**config.mk**
```make
export PLATFORM = sky130hd
export DESIGN_NAME = nios_screen_reader_request_port
export DESIGN_NICKNAME = d
export VERILOG_FILES = /design/src/rtl/nios_screen_reader_request_port.sv
export SDC_FILE = /design/constraint.sdc
export NUM_CORES = 1
export LEC_CHECK = 0
export ABC_CLOCK_PERIOD_IN_PS = 1270
export BUFFER_PORTS_ARGS = -buffer_cell sky130_fd_sc_hd__buf_2
export CELL_PAD_IN_SITES_DETAIL_PLACEMENT = 1
export CELL_PAD_IN_SITES_GLOBAL_PLACEMENT = 1
export CORE_UTILIZATION = 25
export DETAILED_ROUTE_END_ITERATION = 8
export GPL_ROUTABILITY_DRIVEN = 0
export PLACE_DENSITY_LB_ADDON = 0.1
export SLEW_MARGIN = 20
export SYNTH_ARGS = -nofsm -noshare
export SYNTH_HDL_FRONTEND = slang
export SYNTH_SLANG_ARGS = --single-unit
```
**constraint.sdc**
```tcl
create_clock -name clk -period 1.27 [get_ports clk]
set_clock_uncertainty 0.1 [all_clocks]
set_input_delay 0.127 -clock clk [delete_from_list [all_inputs] [get_ports clk]]
set_output_delay 0.127 -clock clk [all_outputs]
set_load 0.01 [all_outputs]
```
**src/rtl/nios_screen_reader_request_port.sv**
```systemverilog
// -----------------------------------------------------------------------------
// nios_screen_reader_request_port
//
// Receive-side Avalon-MM input port for the screen-reader request lines. The
// request lines come from fabric logic and are asynchronous to clk. This block
// synchronizes them and detects a rising edge on each line. Each edge is held
// in a sticky capture register. A level interrupt goes to the Nios while any
// captured edge is enabled in the mask.
//
// Ports
//   clk         system clock, all logic on the rising edge
//   reset_n     asynchronous active-low reset
//   address     word address of the register being read or written
//   chipselect  slave select
//   write_n     active-low write strobe
//   writedata   write data
//   in_port     asynchronous request lines (WIDTH bits)
//   readdata    read data; combinational from address, zero wait states
//   irq         level interrupt to the Nios, active-high
//
// Register map
//   0  DATA     read: synchronized in_port, zero-extended; writes ignored
//   1  -        reads 0; writes ignored
//   2  IRQMASK  read/write, bits [WIDTH-1:0]
//   3  EDGECAP  read: sticky rising edges; write 1 to clear a bit
// -----------------------------------------------------------------------------
module nios_screen_reader_request_port #(
   parameter int WIDTH = 3
) (
   input  logic             clk,
   input  logic             reset_n,
   input  logic [1:0]       address,
   input  logic             chipselect,
   input  logic             write_n,
   input  logic [31:0]      writedata,
   input  logic [WIDTH-1:0] in_port,
   output logic [31:0]      readdata,
   output logic             irq
);

   localparam logic [1:0] ADDR_DATA    = 2'd0;
   localparam logic [1:0] ADDR_IRQMASK = 2'd2;
   localparam logic [1:0] ADDR_EDGECAP = 2'd3;

   logic [WIDTH-1:0] sync1;
   logic [WIDTH-1:0] sync2;
   logic [WIDTH-1:0] prev;
   logic [WIDTH-1:0] irqmask;
   logic [WIDTH-1:0] edgecap;

   logic             wr_en;
   logic             wr_mask;
   logic             wr_edgecap;
   logic [WIDTH-1:0] rise;
   logic [WIDTH-1:0] clear;

   // Only the low WIDTH bits of writedata are used.
   logic             unused_writedata;
   assign unused_writedata = ^writedata;

   assign wr_en      = chipselect && !write_n;
   assign wr_mask    = wr_en && (address == ADDR_IRQMASK);
   assign wr_edgecap = wr_en && (address == ADDR_EDGECAP);

   assign rise  = sync2 & ~prev;
   assign clear = wr_edgecap ? writedata[WIDTH-1:0] : '0;

   // prev is cleared by reset, like sync2. A line that is already high when
   // reset is released therefore reports one edge.
   always_ff @(posedge clk or negedge reset_n) begin
      if (!reset_n) begin
         sync1 <= '0;
         sync2 <= '0;
         prev  <= '0;
      end else begin
         sync1 <= in_port;
         sync2 <= sync1;
         prev  <= sync2;
      end
   end

   always_ff @(posedge clk or negedge reset_n) begin
      if (!reset_n) begin
         irqmask <= '0;
      end else if (wr_mask) begin
         irqmask <= writedata[WIDTH-1:0];
      end
   end

   // If a new edge arrives in the same cycle as a clear of that bit, the edge
   // takes priority. This keeps a request from being lost while software
   // acknowledges the previous one.
   always_ff @(posedge clk or negedge reset_n) begin
      if (!reset_n) begin
         edgecap <= '0;
      end else begin
         edgecap <= rise | (edgecap & ~clear);
      end
   end

   // irq is built only from registers, so it cannot glitch on in_port.
   assign irq = |(edgecap & irqmask);

   // The read mux ignores chipselect because the fabric qualifies reads.
   always_comb begin
      readdata = '0;
      case (address)
         ADDR_DATA:    readdata[WIDTH-1:0] = sync2;
         ADDR_IRQMASK: readdata[WIDTH-1:0] = irqmask;
         ADDR_EDGECAP: readdata[WIDTH-1:0] = edgecap;
         default:      readdata = '0;
      endcase
   end

endmodule
```
# == Word level (Yosys, flattened, before mapping) ==
# Cells that the tools add are included.
# word_totals
out_inout_bits,33
word_cells,21
reg_bits,15
# classes
mux,2
bitwise,6
n_eq_ne,2
n_reduce_logical,6
# ops
operator,n
$and 3x3->3,3
$pmux 3 s3,1
$not 3->3,2
$eq 2x2->1 const B,2
$logic_and 1x1->1,3
$mux 3,1
$or 3x3->3,1
$reduce_or 3->1,1
$logic_not 2->1,1
$logic_not 1->1,1

# == Logic depth before layout (Yosys ltp) ==
# Gate-level depths: netlist of the first run.
# logic_depth
ltp_word,7
ltp_mapped,3
mapped_depth_nobuf,2

# == Worst setup path before layout of the first run ==
# Ideal clock, no wire load.
# synth_path
kind,register to output
from,reg edgecap[0]
to,out irq
path_stages_with_launch,3
setup_slack_ns,0.235
required_time_ns,1.043
path_buffers,0
arrival_ns,0.808
path_cell_list,dfrtp_1 a222oi_1 inv_1
# synth_between
elab_chain_cells,2
# synth_lines
element,line,text
start: declaration,49,logic [WIDTH-1:0] edgecap;
start signal: assignment,97,edgecap <= rise | (edgecap & ~clear);
$and 3x3->3,102,assign irq = |(edgecap & irqmask);
$reduce_or 3->1,102,
end: declaration,38,output logic irq
# Every way passes these cells.

# == Final worst setup path of the first run ==
# layout_path
from,reg irqmask[0]
to,out irq
# layout_between
elab_chain_cells,2
# layout_lines
element,line,text
start: declaration,48,logic [WIDTH-1:0] irqmask;
start signal: assignment,86,irqmask <= writedata[WIDTH-1:0];
$and 3x3->3,102,
$reduce_or 3->1,102,
# Every way passes these cells.

==> results of run 1 <==
## per-stage QoR
step | setup WS (ns) | utilization (%) | total power, mW | TNS [ns] | cells
final | -0.186 | 32.6 | 1.04 | -0.222 | 151
after detailed placement | 0.109 | 27.8 | 0.735 | 0 | 135
after global placement | 0.0981 | 27.8 | 0.730 | 0 | 135
after global routing | -0.239 | 32.6 | 1.10 | -0.437 | 151
after CTS | -0.206 | 32.2 | 1.04 | -0.229 | 149
after floorplan | 0.235 | - | 0.732 | 0 | 102
## path summary, 6_finish.rpt
| kind | startpoint | end | cells after the start |
|---|---|---|---|
| worst min-delay path | reset_n | sync1[0] | 2 |
| max in group asynchronous | reset_n | irqmask[2] | 2 |
| worst max-delay path | irqmask[0] | irq | 3 |
| worst min register to register | sync1[1] | sync2[1] | 0 |
| min in group clk | sync1[1] | sync2[1] | 0 |
| worst max register to register | sync2[2] | edgecap[2] | 4 |
## state kept, by name, summed over array words and instances (netlist names)
register	cells
edgecap	3
irqmask	3
prev	3
sync1	3
sync2	3
## cell families after synthesis
logic type | after synthesis
buffers and inverters | 37
flip-flops | 15
AND/OR/NAND/NOR | 8
AO/OA/AOI/OAI | 7
multiplexers | 6
other | 1
## repair_timing
action                                 in CTS  in global routing
gates resized for setup                     6                  0
buffers inserted                            4                  2
endpoints found under the hold margin      21                  0
pin swaps                                   1                  0
hold buffers                                7                  0
setup endpoints to repair                   4                  4
## power by group through the flow
stage / combinational, mW / clock [mW] / sequential [mW]
2_1_floorplan: 0.188 / 0 / 0.543
3_3_place_gp: 0.180 / 0 / 0.551
3_5_place_dp: 0.183 / 0 / 0.552
4_1_cts: 0.219 / 0.280 / 0.541
5_1_grt: 0.257 / 0.300 / 0.544
6_report: 0.233 / 0.270 / 0.540
## synth_stat cells
master    count
nand3_1       3
buf_6         1
a222oi_1      1
conb_1        1
buf_4        29
mux2_4        3
o221ai_1      3
mux2i_1       3
o21ai_0       3
nand2b_1      3
dfrtp_1      15
inv_1         7
and4b_1       1
and4bb_4      1
## area by class of cell
cell class	instances	area, µm²	area share [%]
Sequential cell	15	375	37.4
Tap cell	44	55.1	5.48
Multi-Input combinational cell	50	305	30.4
Clock buffer	4	26.3	2.62
Timing Repair Buffer	31	216	21.5
Inverter	7	26.3	2.62
## layer usage
metal / GRT usage (%) / vias to the layer above / part of all wire (%)
met5: 0 / - / 0
met3: 1.75 / 4 / 8.0
met2: 14.3 / 29 / 46
li1: - / 249 / -
met4: 5.10 / 0 / 2.2
met1: 10.1 / 239 / 44
==> flow_metrics.env, run 1 <==
export IMPL_worstPathRequired_ns=1.04
export IMPL_cts_tree="built"
export IMPL_final_max_slew_viol_count=0
export IMPL_ir_drop_v=0.000526
export IMPL_track_usage_pct=8.57
export IMPL_path_class="reg2out"
export IMPL_synth_warning_count=0
export IMPL_p_leak_nw=0.534
export IMPL_slowest_stage="dfrtp_1"
export IMPL_synth_top_family_by_area="buffers and inverters"
export IMPL_p_int_uw=756
export IMPL_comb_power_share_pct=22.3
export IMPL_synthXorXnorAreaFrac_pct=0
export IMPL_drive_above_1_share_pct=30.8
export IMPL_viasPerCell=3.45
export IMPL_synth_area_leaders="dfrtp_1 (46%), buf_4 (27%), mux2_4 (5.5%), mux2i_1 (3.7%), inv_1 (3.2%)"
export IMPL_min_period_over_period_pct=115
export IMPL_period_needed_ns=1.46
export IMPL_ant_nets=0
export IMPL_max_stage_delay_ns=0.41
export IMPL_first_pass_iters=4
export IMPL_synthMuxAreaShare_pct=9.15
export IMPL_clockRootBuffer="clkbuf_4"
export IMPL_power_switching_uw=287
export IMPL_grt_pass1_wl_um=2170
export IMPL_clk_latency_ns=0.28
export IMPL_p_clk_share_pct=25.9
export IMPL_worst_setup_path_end_kind="output pin"
export IMPL_yosysTopAreaCell="dfrtp_1"
export IMPL_worstHoldPathType="in2async"
export IMPL_vias=521
export IMPL_synthToLayoutAreaGrowth_pct=22.4
export IMPL_numCtsBuffers=3
export IMPL_clkSlewWorstSetupHoldPaths_ns=0.09
export IMPL_hold_viol_final=0
export IMPL_ios=74
export IMPL_setup_ws_ns=-0.186
export IMPL_crit_family="flip-flops"
export IMPL_postSynthAreaPerCell_um2=11.1
export IMPL_seq_area_frac_synth_pct=45.7
export IMPL_wirelength_um=1440
export IMPL_ys_ff_latch=15
export IMPL_p_sw_share_pct=27.5
export IMPL_yosysTopAreaCellShare_pct=45.7
export IMPL_clkSinkCount=15
export IMPL_final_cell_area_um2=1000
export IMPL_n_fill_cell=366
export IMPL_status="complete, but fails checks"
export IMPL_violations="setup timing"
export IMPL_powerDensity_nw_per_um2=1040
export IMPL_start_util_pct=26.7
export IMPL_synthesis_instances=74
export IMPL_setup_viol=2
export IMPL_synth_compound_area_share_pct=6.25
export IMPL_cp_max_fo=3
export IMPL_dpl_cell_area_um2=857
export IMPL_syn_area_um2=821
export IMPL_grt_setup_unrepaired="true"
export IMPL_drtIter0Drc=1
export IMPL_die_x_um=59.3
export IMPL_place_port_buffers=15
export IMPL_grt_pass1_vias=481
export IMPL_path_cells="a222oi_1, inv_1, buf_2"
export IMPL_grt_overflow=0
export IMPL_grt_antenna_before_repair=0
export IMPL_die_area_um2=3520
export IMPL_cp_buffers_inverters=2
export IMPL_hpwlAfterDp_um=1100
export IMPL_remaining_drc_errors=0
export IMPL_cts_buffer_depth=2
export IMPL_final_cell_mix="conb_1 (29), dfrtp_1 (15), buf_2 (15), buf_4 (8)"
export IMPL_nNetsFinal=149
export IMPL_mostFrequentLayoutCell="conb_1"
export IMPL_arrival_ns=1.23
export IMPL_reg2reg_slack_ns=0.24
export IMPL_synth_simple_area_share_pct=7.32
export IMPL_diodes=0
export IMPL_fin_hold_ws_ns=0.165
export IMPL_h_tree_depth=1
export IMPL_synthAdderAreaFrac_pct=0
export IMPL_wl_per_cell_um=9.52
export IMPL_die_y_um=59.3
export IMPL_grt_max_degree=16
export IMPL_seq_power_share_pct=51.8
export IMPL_max_freq_ghz=0.687
export IMPL_design_core_area_um2=3080
export IMPL_row_count=20
export IMPL_drv_cap=0
export IMPL_yosysUniqueCellTypes=14
export IMPL_start_kind="flip-flop"
No activity file was read; power rests on OpenSTA's default activity.
==> inputs of run 2 (changes only) <==
BUFFER_PORTS_ARGS = -buffer_cell sky130_fd_sc_hd__clkbuf_2   (was -buffer_cell sky130_fd_sc_hd__buf_2)
CORE_UTILIZATION = 26   (was 25)
CTS_BUF_LIST = sky130_fd_sc_hd__clkbuf_2 sky130_fd_sc_hd__clkbuf_4 sky130_fd_sc_hd__clkbuf_8   (was default)
==> flow_metrics.env, run 2 (synthesized netlist as in run 1, its figures left out) <==
export IMPL_status="complete, but fails checks"
export IMPL_violations="setup timing"
export IMPL_clkSlewWorstSetupHoldPaths_ns=0.09
export IMPL_path_class="reg2out"
export IMPL_fin_util_pct=33.3
export IMPL_worst_setup_path_end_kind="output pin"
export IMPL_grt_max_degree=16
export IMPL_clkSinkCount=15
export IMPL_die_area_um2=3390
export IMPL_numCtsBuffers=3
export IMPL_viasPerCell=3.52
export IMPL_p_leak_nw=0.540
export IMPL_nNetsFinal=149
export IMPL_stdcell_count=151
export IMPL_ant_nets=0
export IMPL_min_period_over_period_pct=116
export IMPL_cts_tree="built"
export IMPL_fin_hold_ws_ns=0.195
export IMPL_period_needed_ns=1.47
export IMPL_reg2reg_slack_ns=0.23
export IMPL_synthToLayoutAreaGrowth_pct=22.9
export IMPL_wl_per_cell_um=9.30
export IMPL_arrival_ns=1.24
export IMPL_die_y_um=58.2
export IMPL_remaining_drc_errors=0
export IMPL_hold_viol_final=0
export IMPL_final_cell_mix="conb_1 (29), dfrtp_1 (15), clkbuf_2 (14), buf_4 (8)"
export IMPL_start_kind="flip-flop"
export IMPL_grt_setup_unrepaired="true"
export IMPL_design_core_area_um2=3030
export IMPL_row_count=20
export IMPL_vias=532
export IMPL_max_freq_ghz=0.681
export IMPL_drtIter0Drc=9
export IMPL_startpoint="edgecap[0]"
export IMPL_grt_pass1_wl_um=2160
export IMPL_ir_drop_v=0.000593
export IMPL_ios=74
export IMPL_reg2reg_to="edgecap[2]"
export IMPL_cp_max_fo=2
export IMPL_diodes=0
export IMPL_die_x_um=58.2
export IMPL_dpl_cell_area_um2=857
export IMPL_track_usage_pct=8.79
export IMPL_clk_latency_ns=0.27
export IMPL_r2r_start="edgecap[2]"
export IMPL_wirelength_um=1400
export IMPL_first_pass_iters=4
export IMPL_cts_buffer_depth=2
export IMPL_grt_overflow=0
export IMPL_clockRootBuffer="clkbuf_4"
export IMPL_setup_ws_ns=-0.198
export IMPL_h_tree_depth=1
export IMPL_worstHoldPathType="in2async"
export IMPL_hpwlAfterDp_um=1080
export IMPL_grt_pass1_vias=483
export IMPL_mostFrequentLayoutCell="conb_1"
export IMPL_place_inst=135
export IMPL_powerDensity_nw_per_um2=1050
export IMPL_setup_viol=2
export IMPL_reg2reg_depth=4
export IMPL_start_util_pct=27.1
export IMPL_final_cell_area_um2=1010
export IMPL_drv_cap=0
export IMPL_grt_antenna_before_repair=0
export IMPL_drive_above_1_share_pct=31.8
export IMPL_place_port_buffers=15
export IMPL_worstPathRequired_ns=1.04
export IMPL_final_max_slew_viol_count=0
## run 2: changes by cell type in the layout (fill, tap and decap cells not counted), sizes merged
cell / change
clkbuf: +14
buf: -14
## run 2: critical path, stage by stage, from the launching register on
cell	delay, ns
dfrtp_1	0.39
a222oi_1	0.36
inv_1	0.09
clkbuf_2	0.13
## run 2: metal layers
metal  track usage, %  wire length (µm)
met1             10.7               643
met2             14.0               657
met3             3.13                91
met4             4.08                12
met5                0                 0
## run 2: how the worst max path moves through the flow
stage,end,slack (ns)
after floorplan,irq,0.24
after CTS,irq,-0.22
after global routing,irq,-0.27
after detailed placement,irq,0.1
final,irq,-0.20
after global placement,irq,0.1
## run 2: power breakdown
part | switching [mW] | total (mW) | internal, mW
sequential | 0.0243 | 0.540 | 0.515
clock | 0.136 | 0.279 | 0.143
combinational | 0.116 | 0.241 | 0.125
total | 0.276 | 1.06 | 0.783
## run 2: layout make-up
class | instances | area (µm²)
Clock buffer | 4 | 30.0
Sequential cell | 15 | 375
Timing Repair Buffer | 31 | 216
Inverter | 7 | 26.3
Tap cell | 44 | 55.1
Fill cell | 354 | 2020
Multi-Input combinational cell | 50 | 305
## run 2: through the flow
stage                     TNS (ns)  worst slack [ns]  power [mW]
after global placement           0            0.0995       0.732
after global routing        -0.527            -0.266        1.13
after detailed placement         0            0.0988       0.735
after floorplan                  0             0.235       0.732
final                       -0.294            -0.198        1.06
after CTS                   -0.337            -0.222        1.06
## run 2: timing repair
item | in CTS | in global routing
endpoints found under the setup margin | 4 | 4
gates cloned | 0 | 0
hold buffers | 6 | 1
gates resized for setup | 5 | 2
pin swaps | 2 | 1
buffers inserted | 3 | 3
endpoints found under the hold margin | 20 | 1
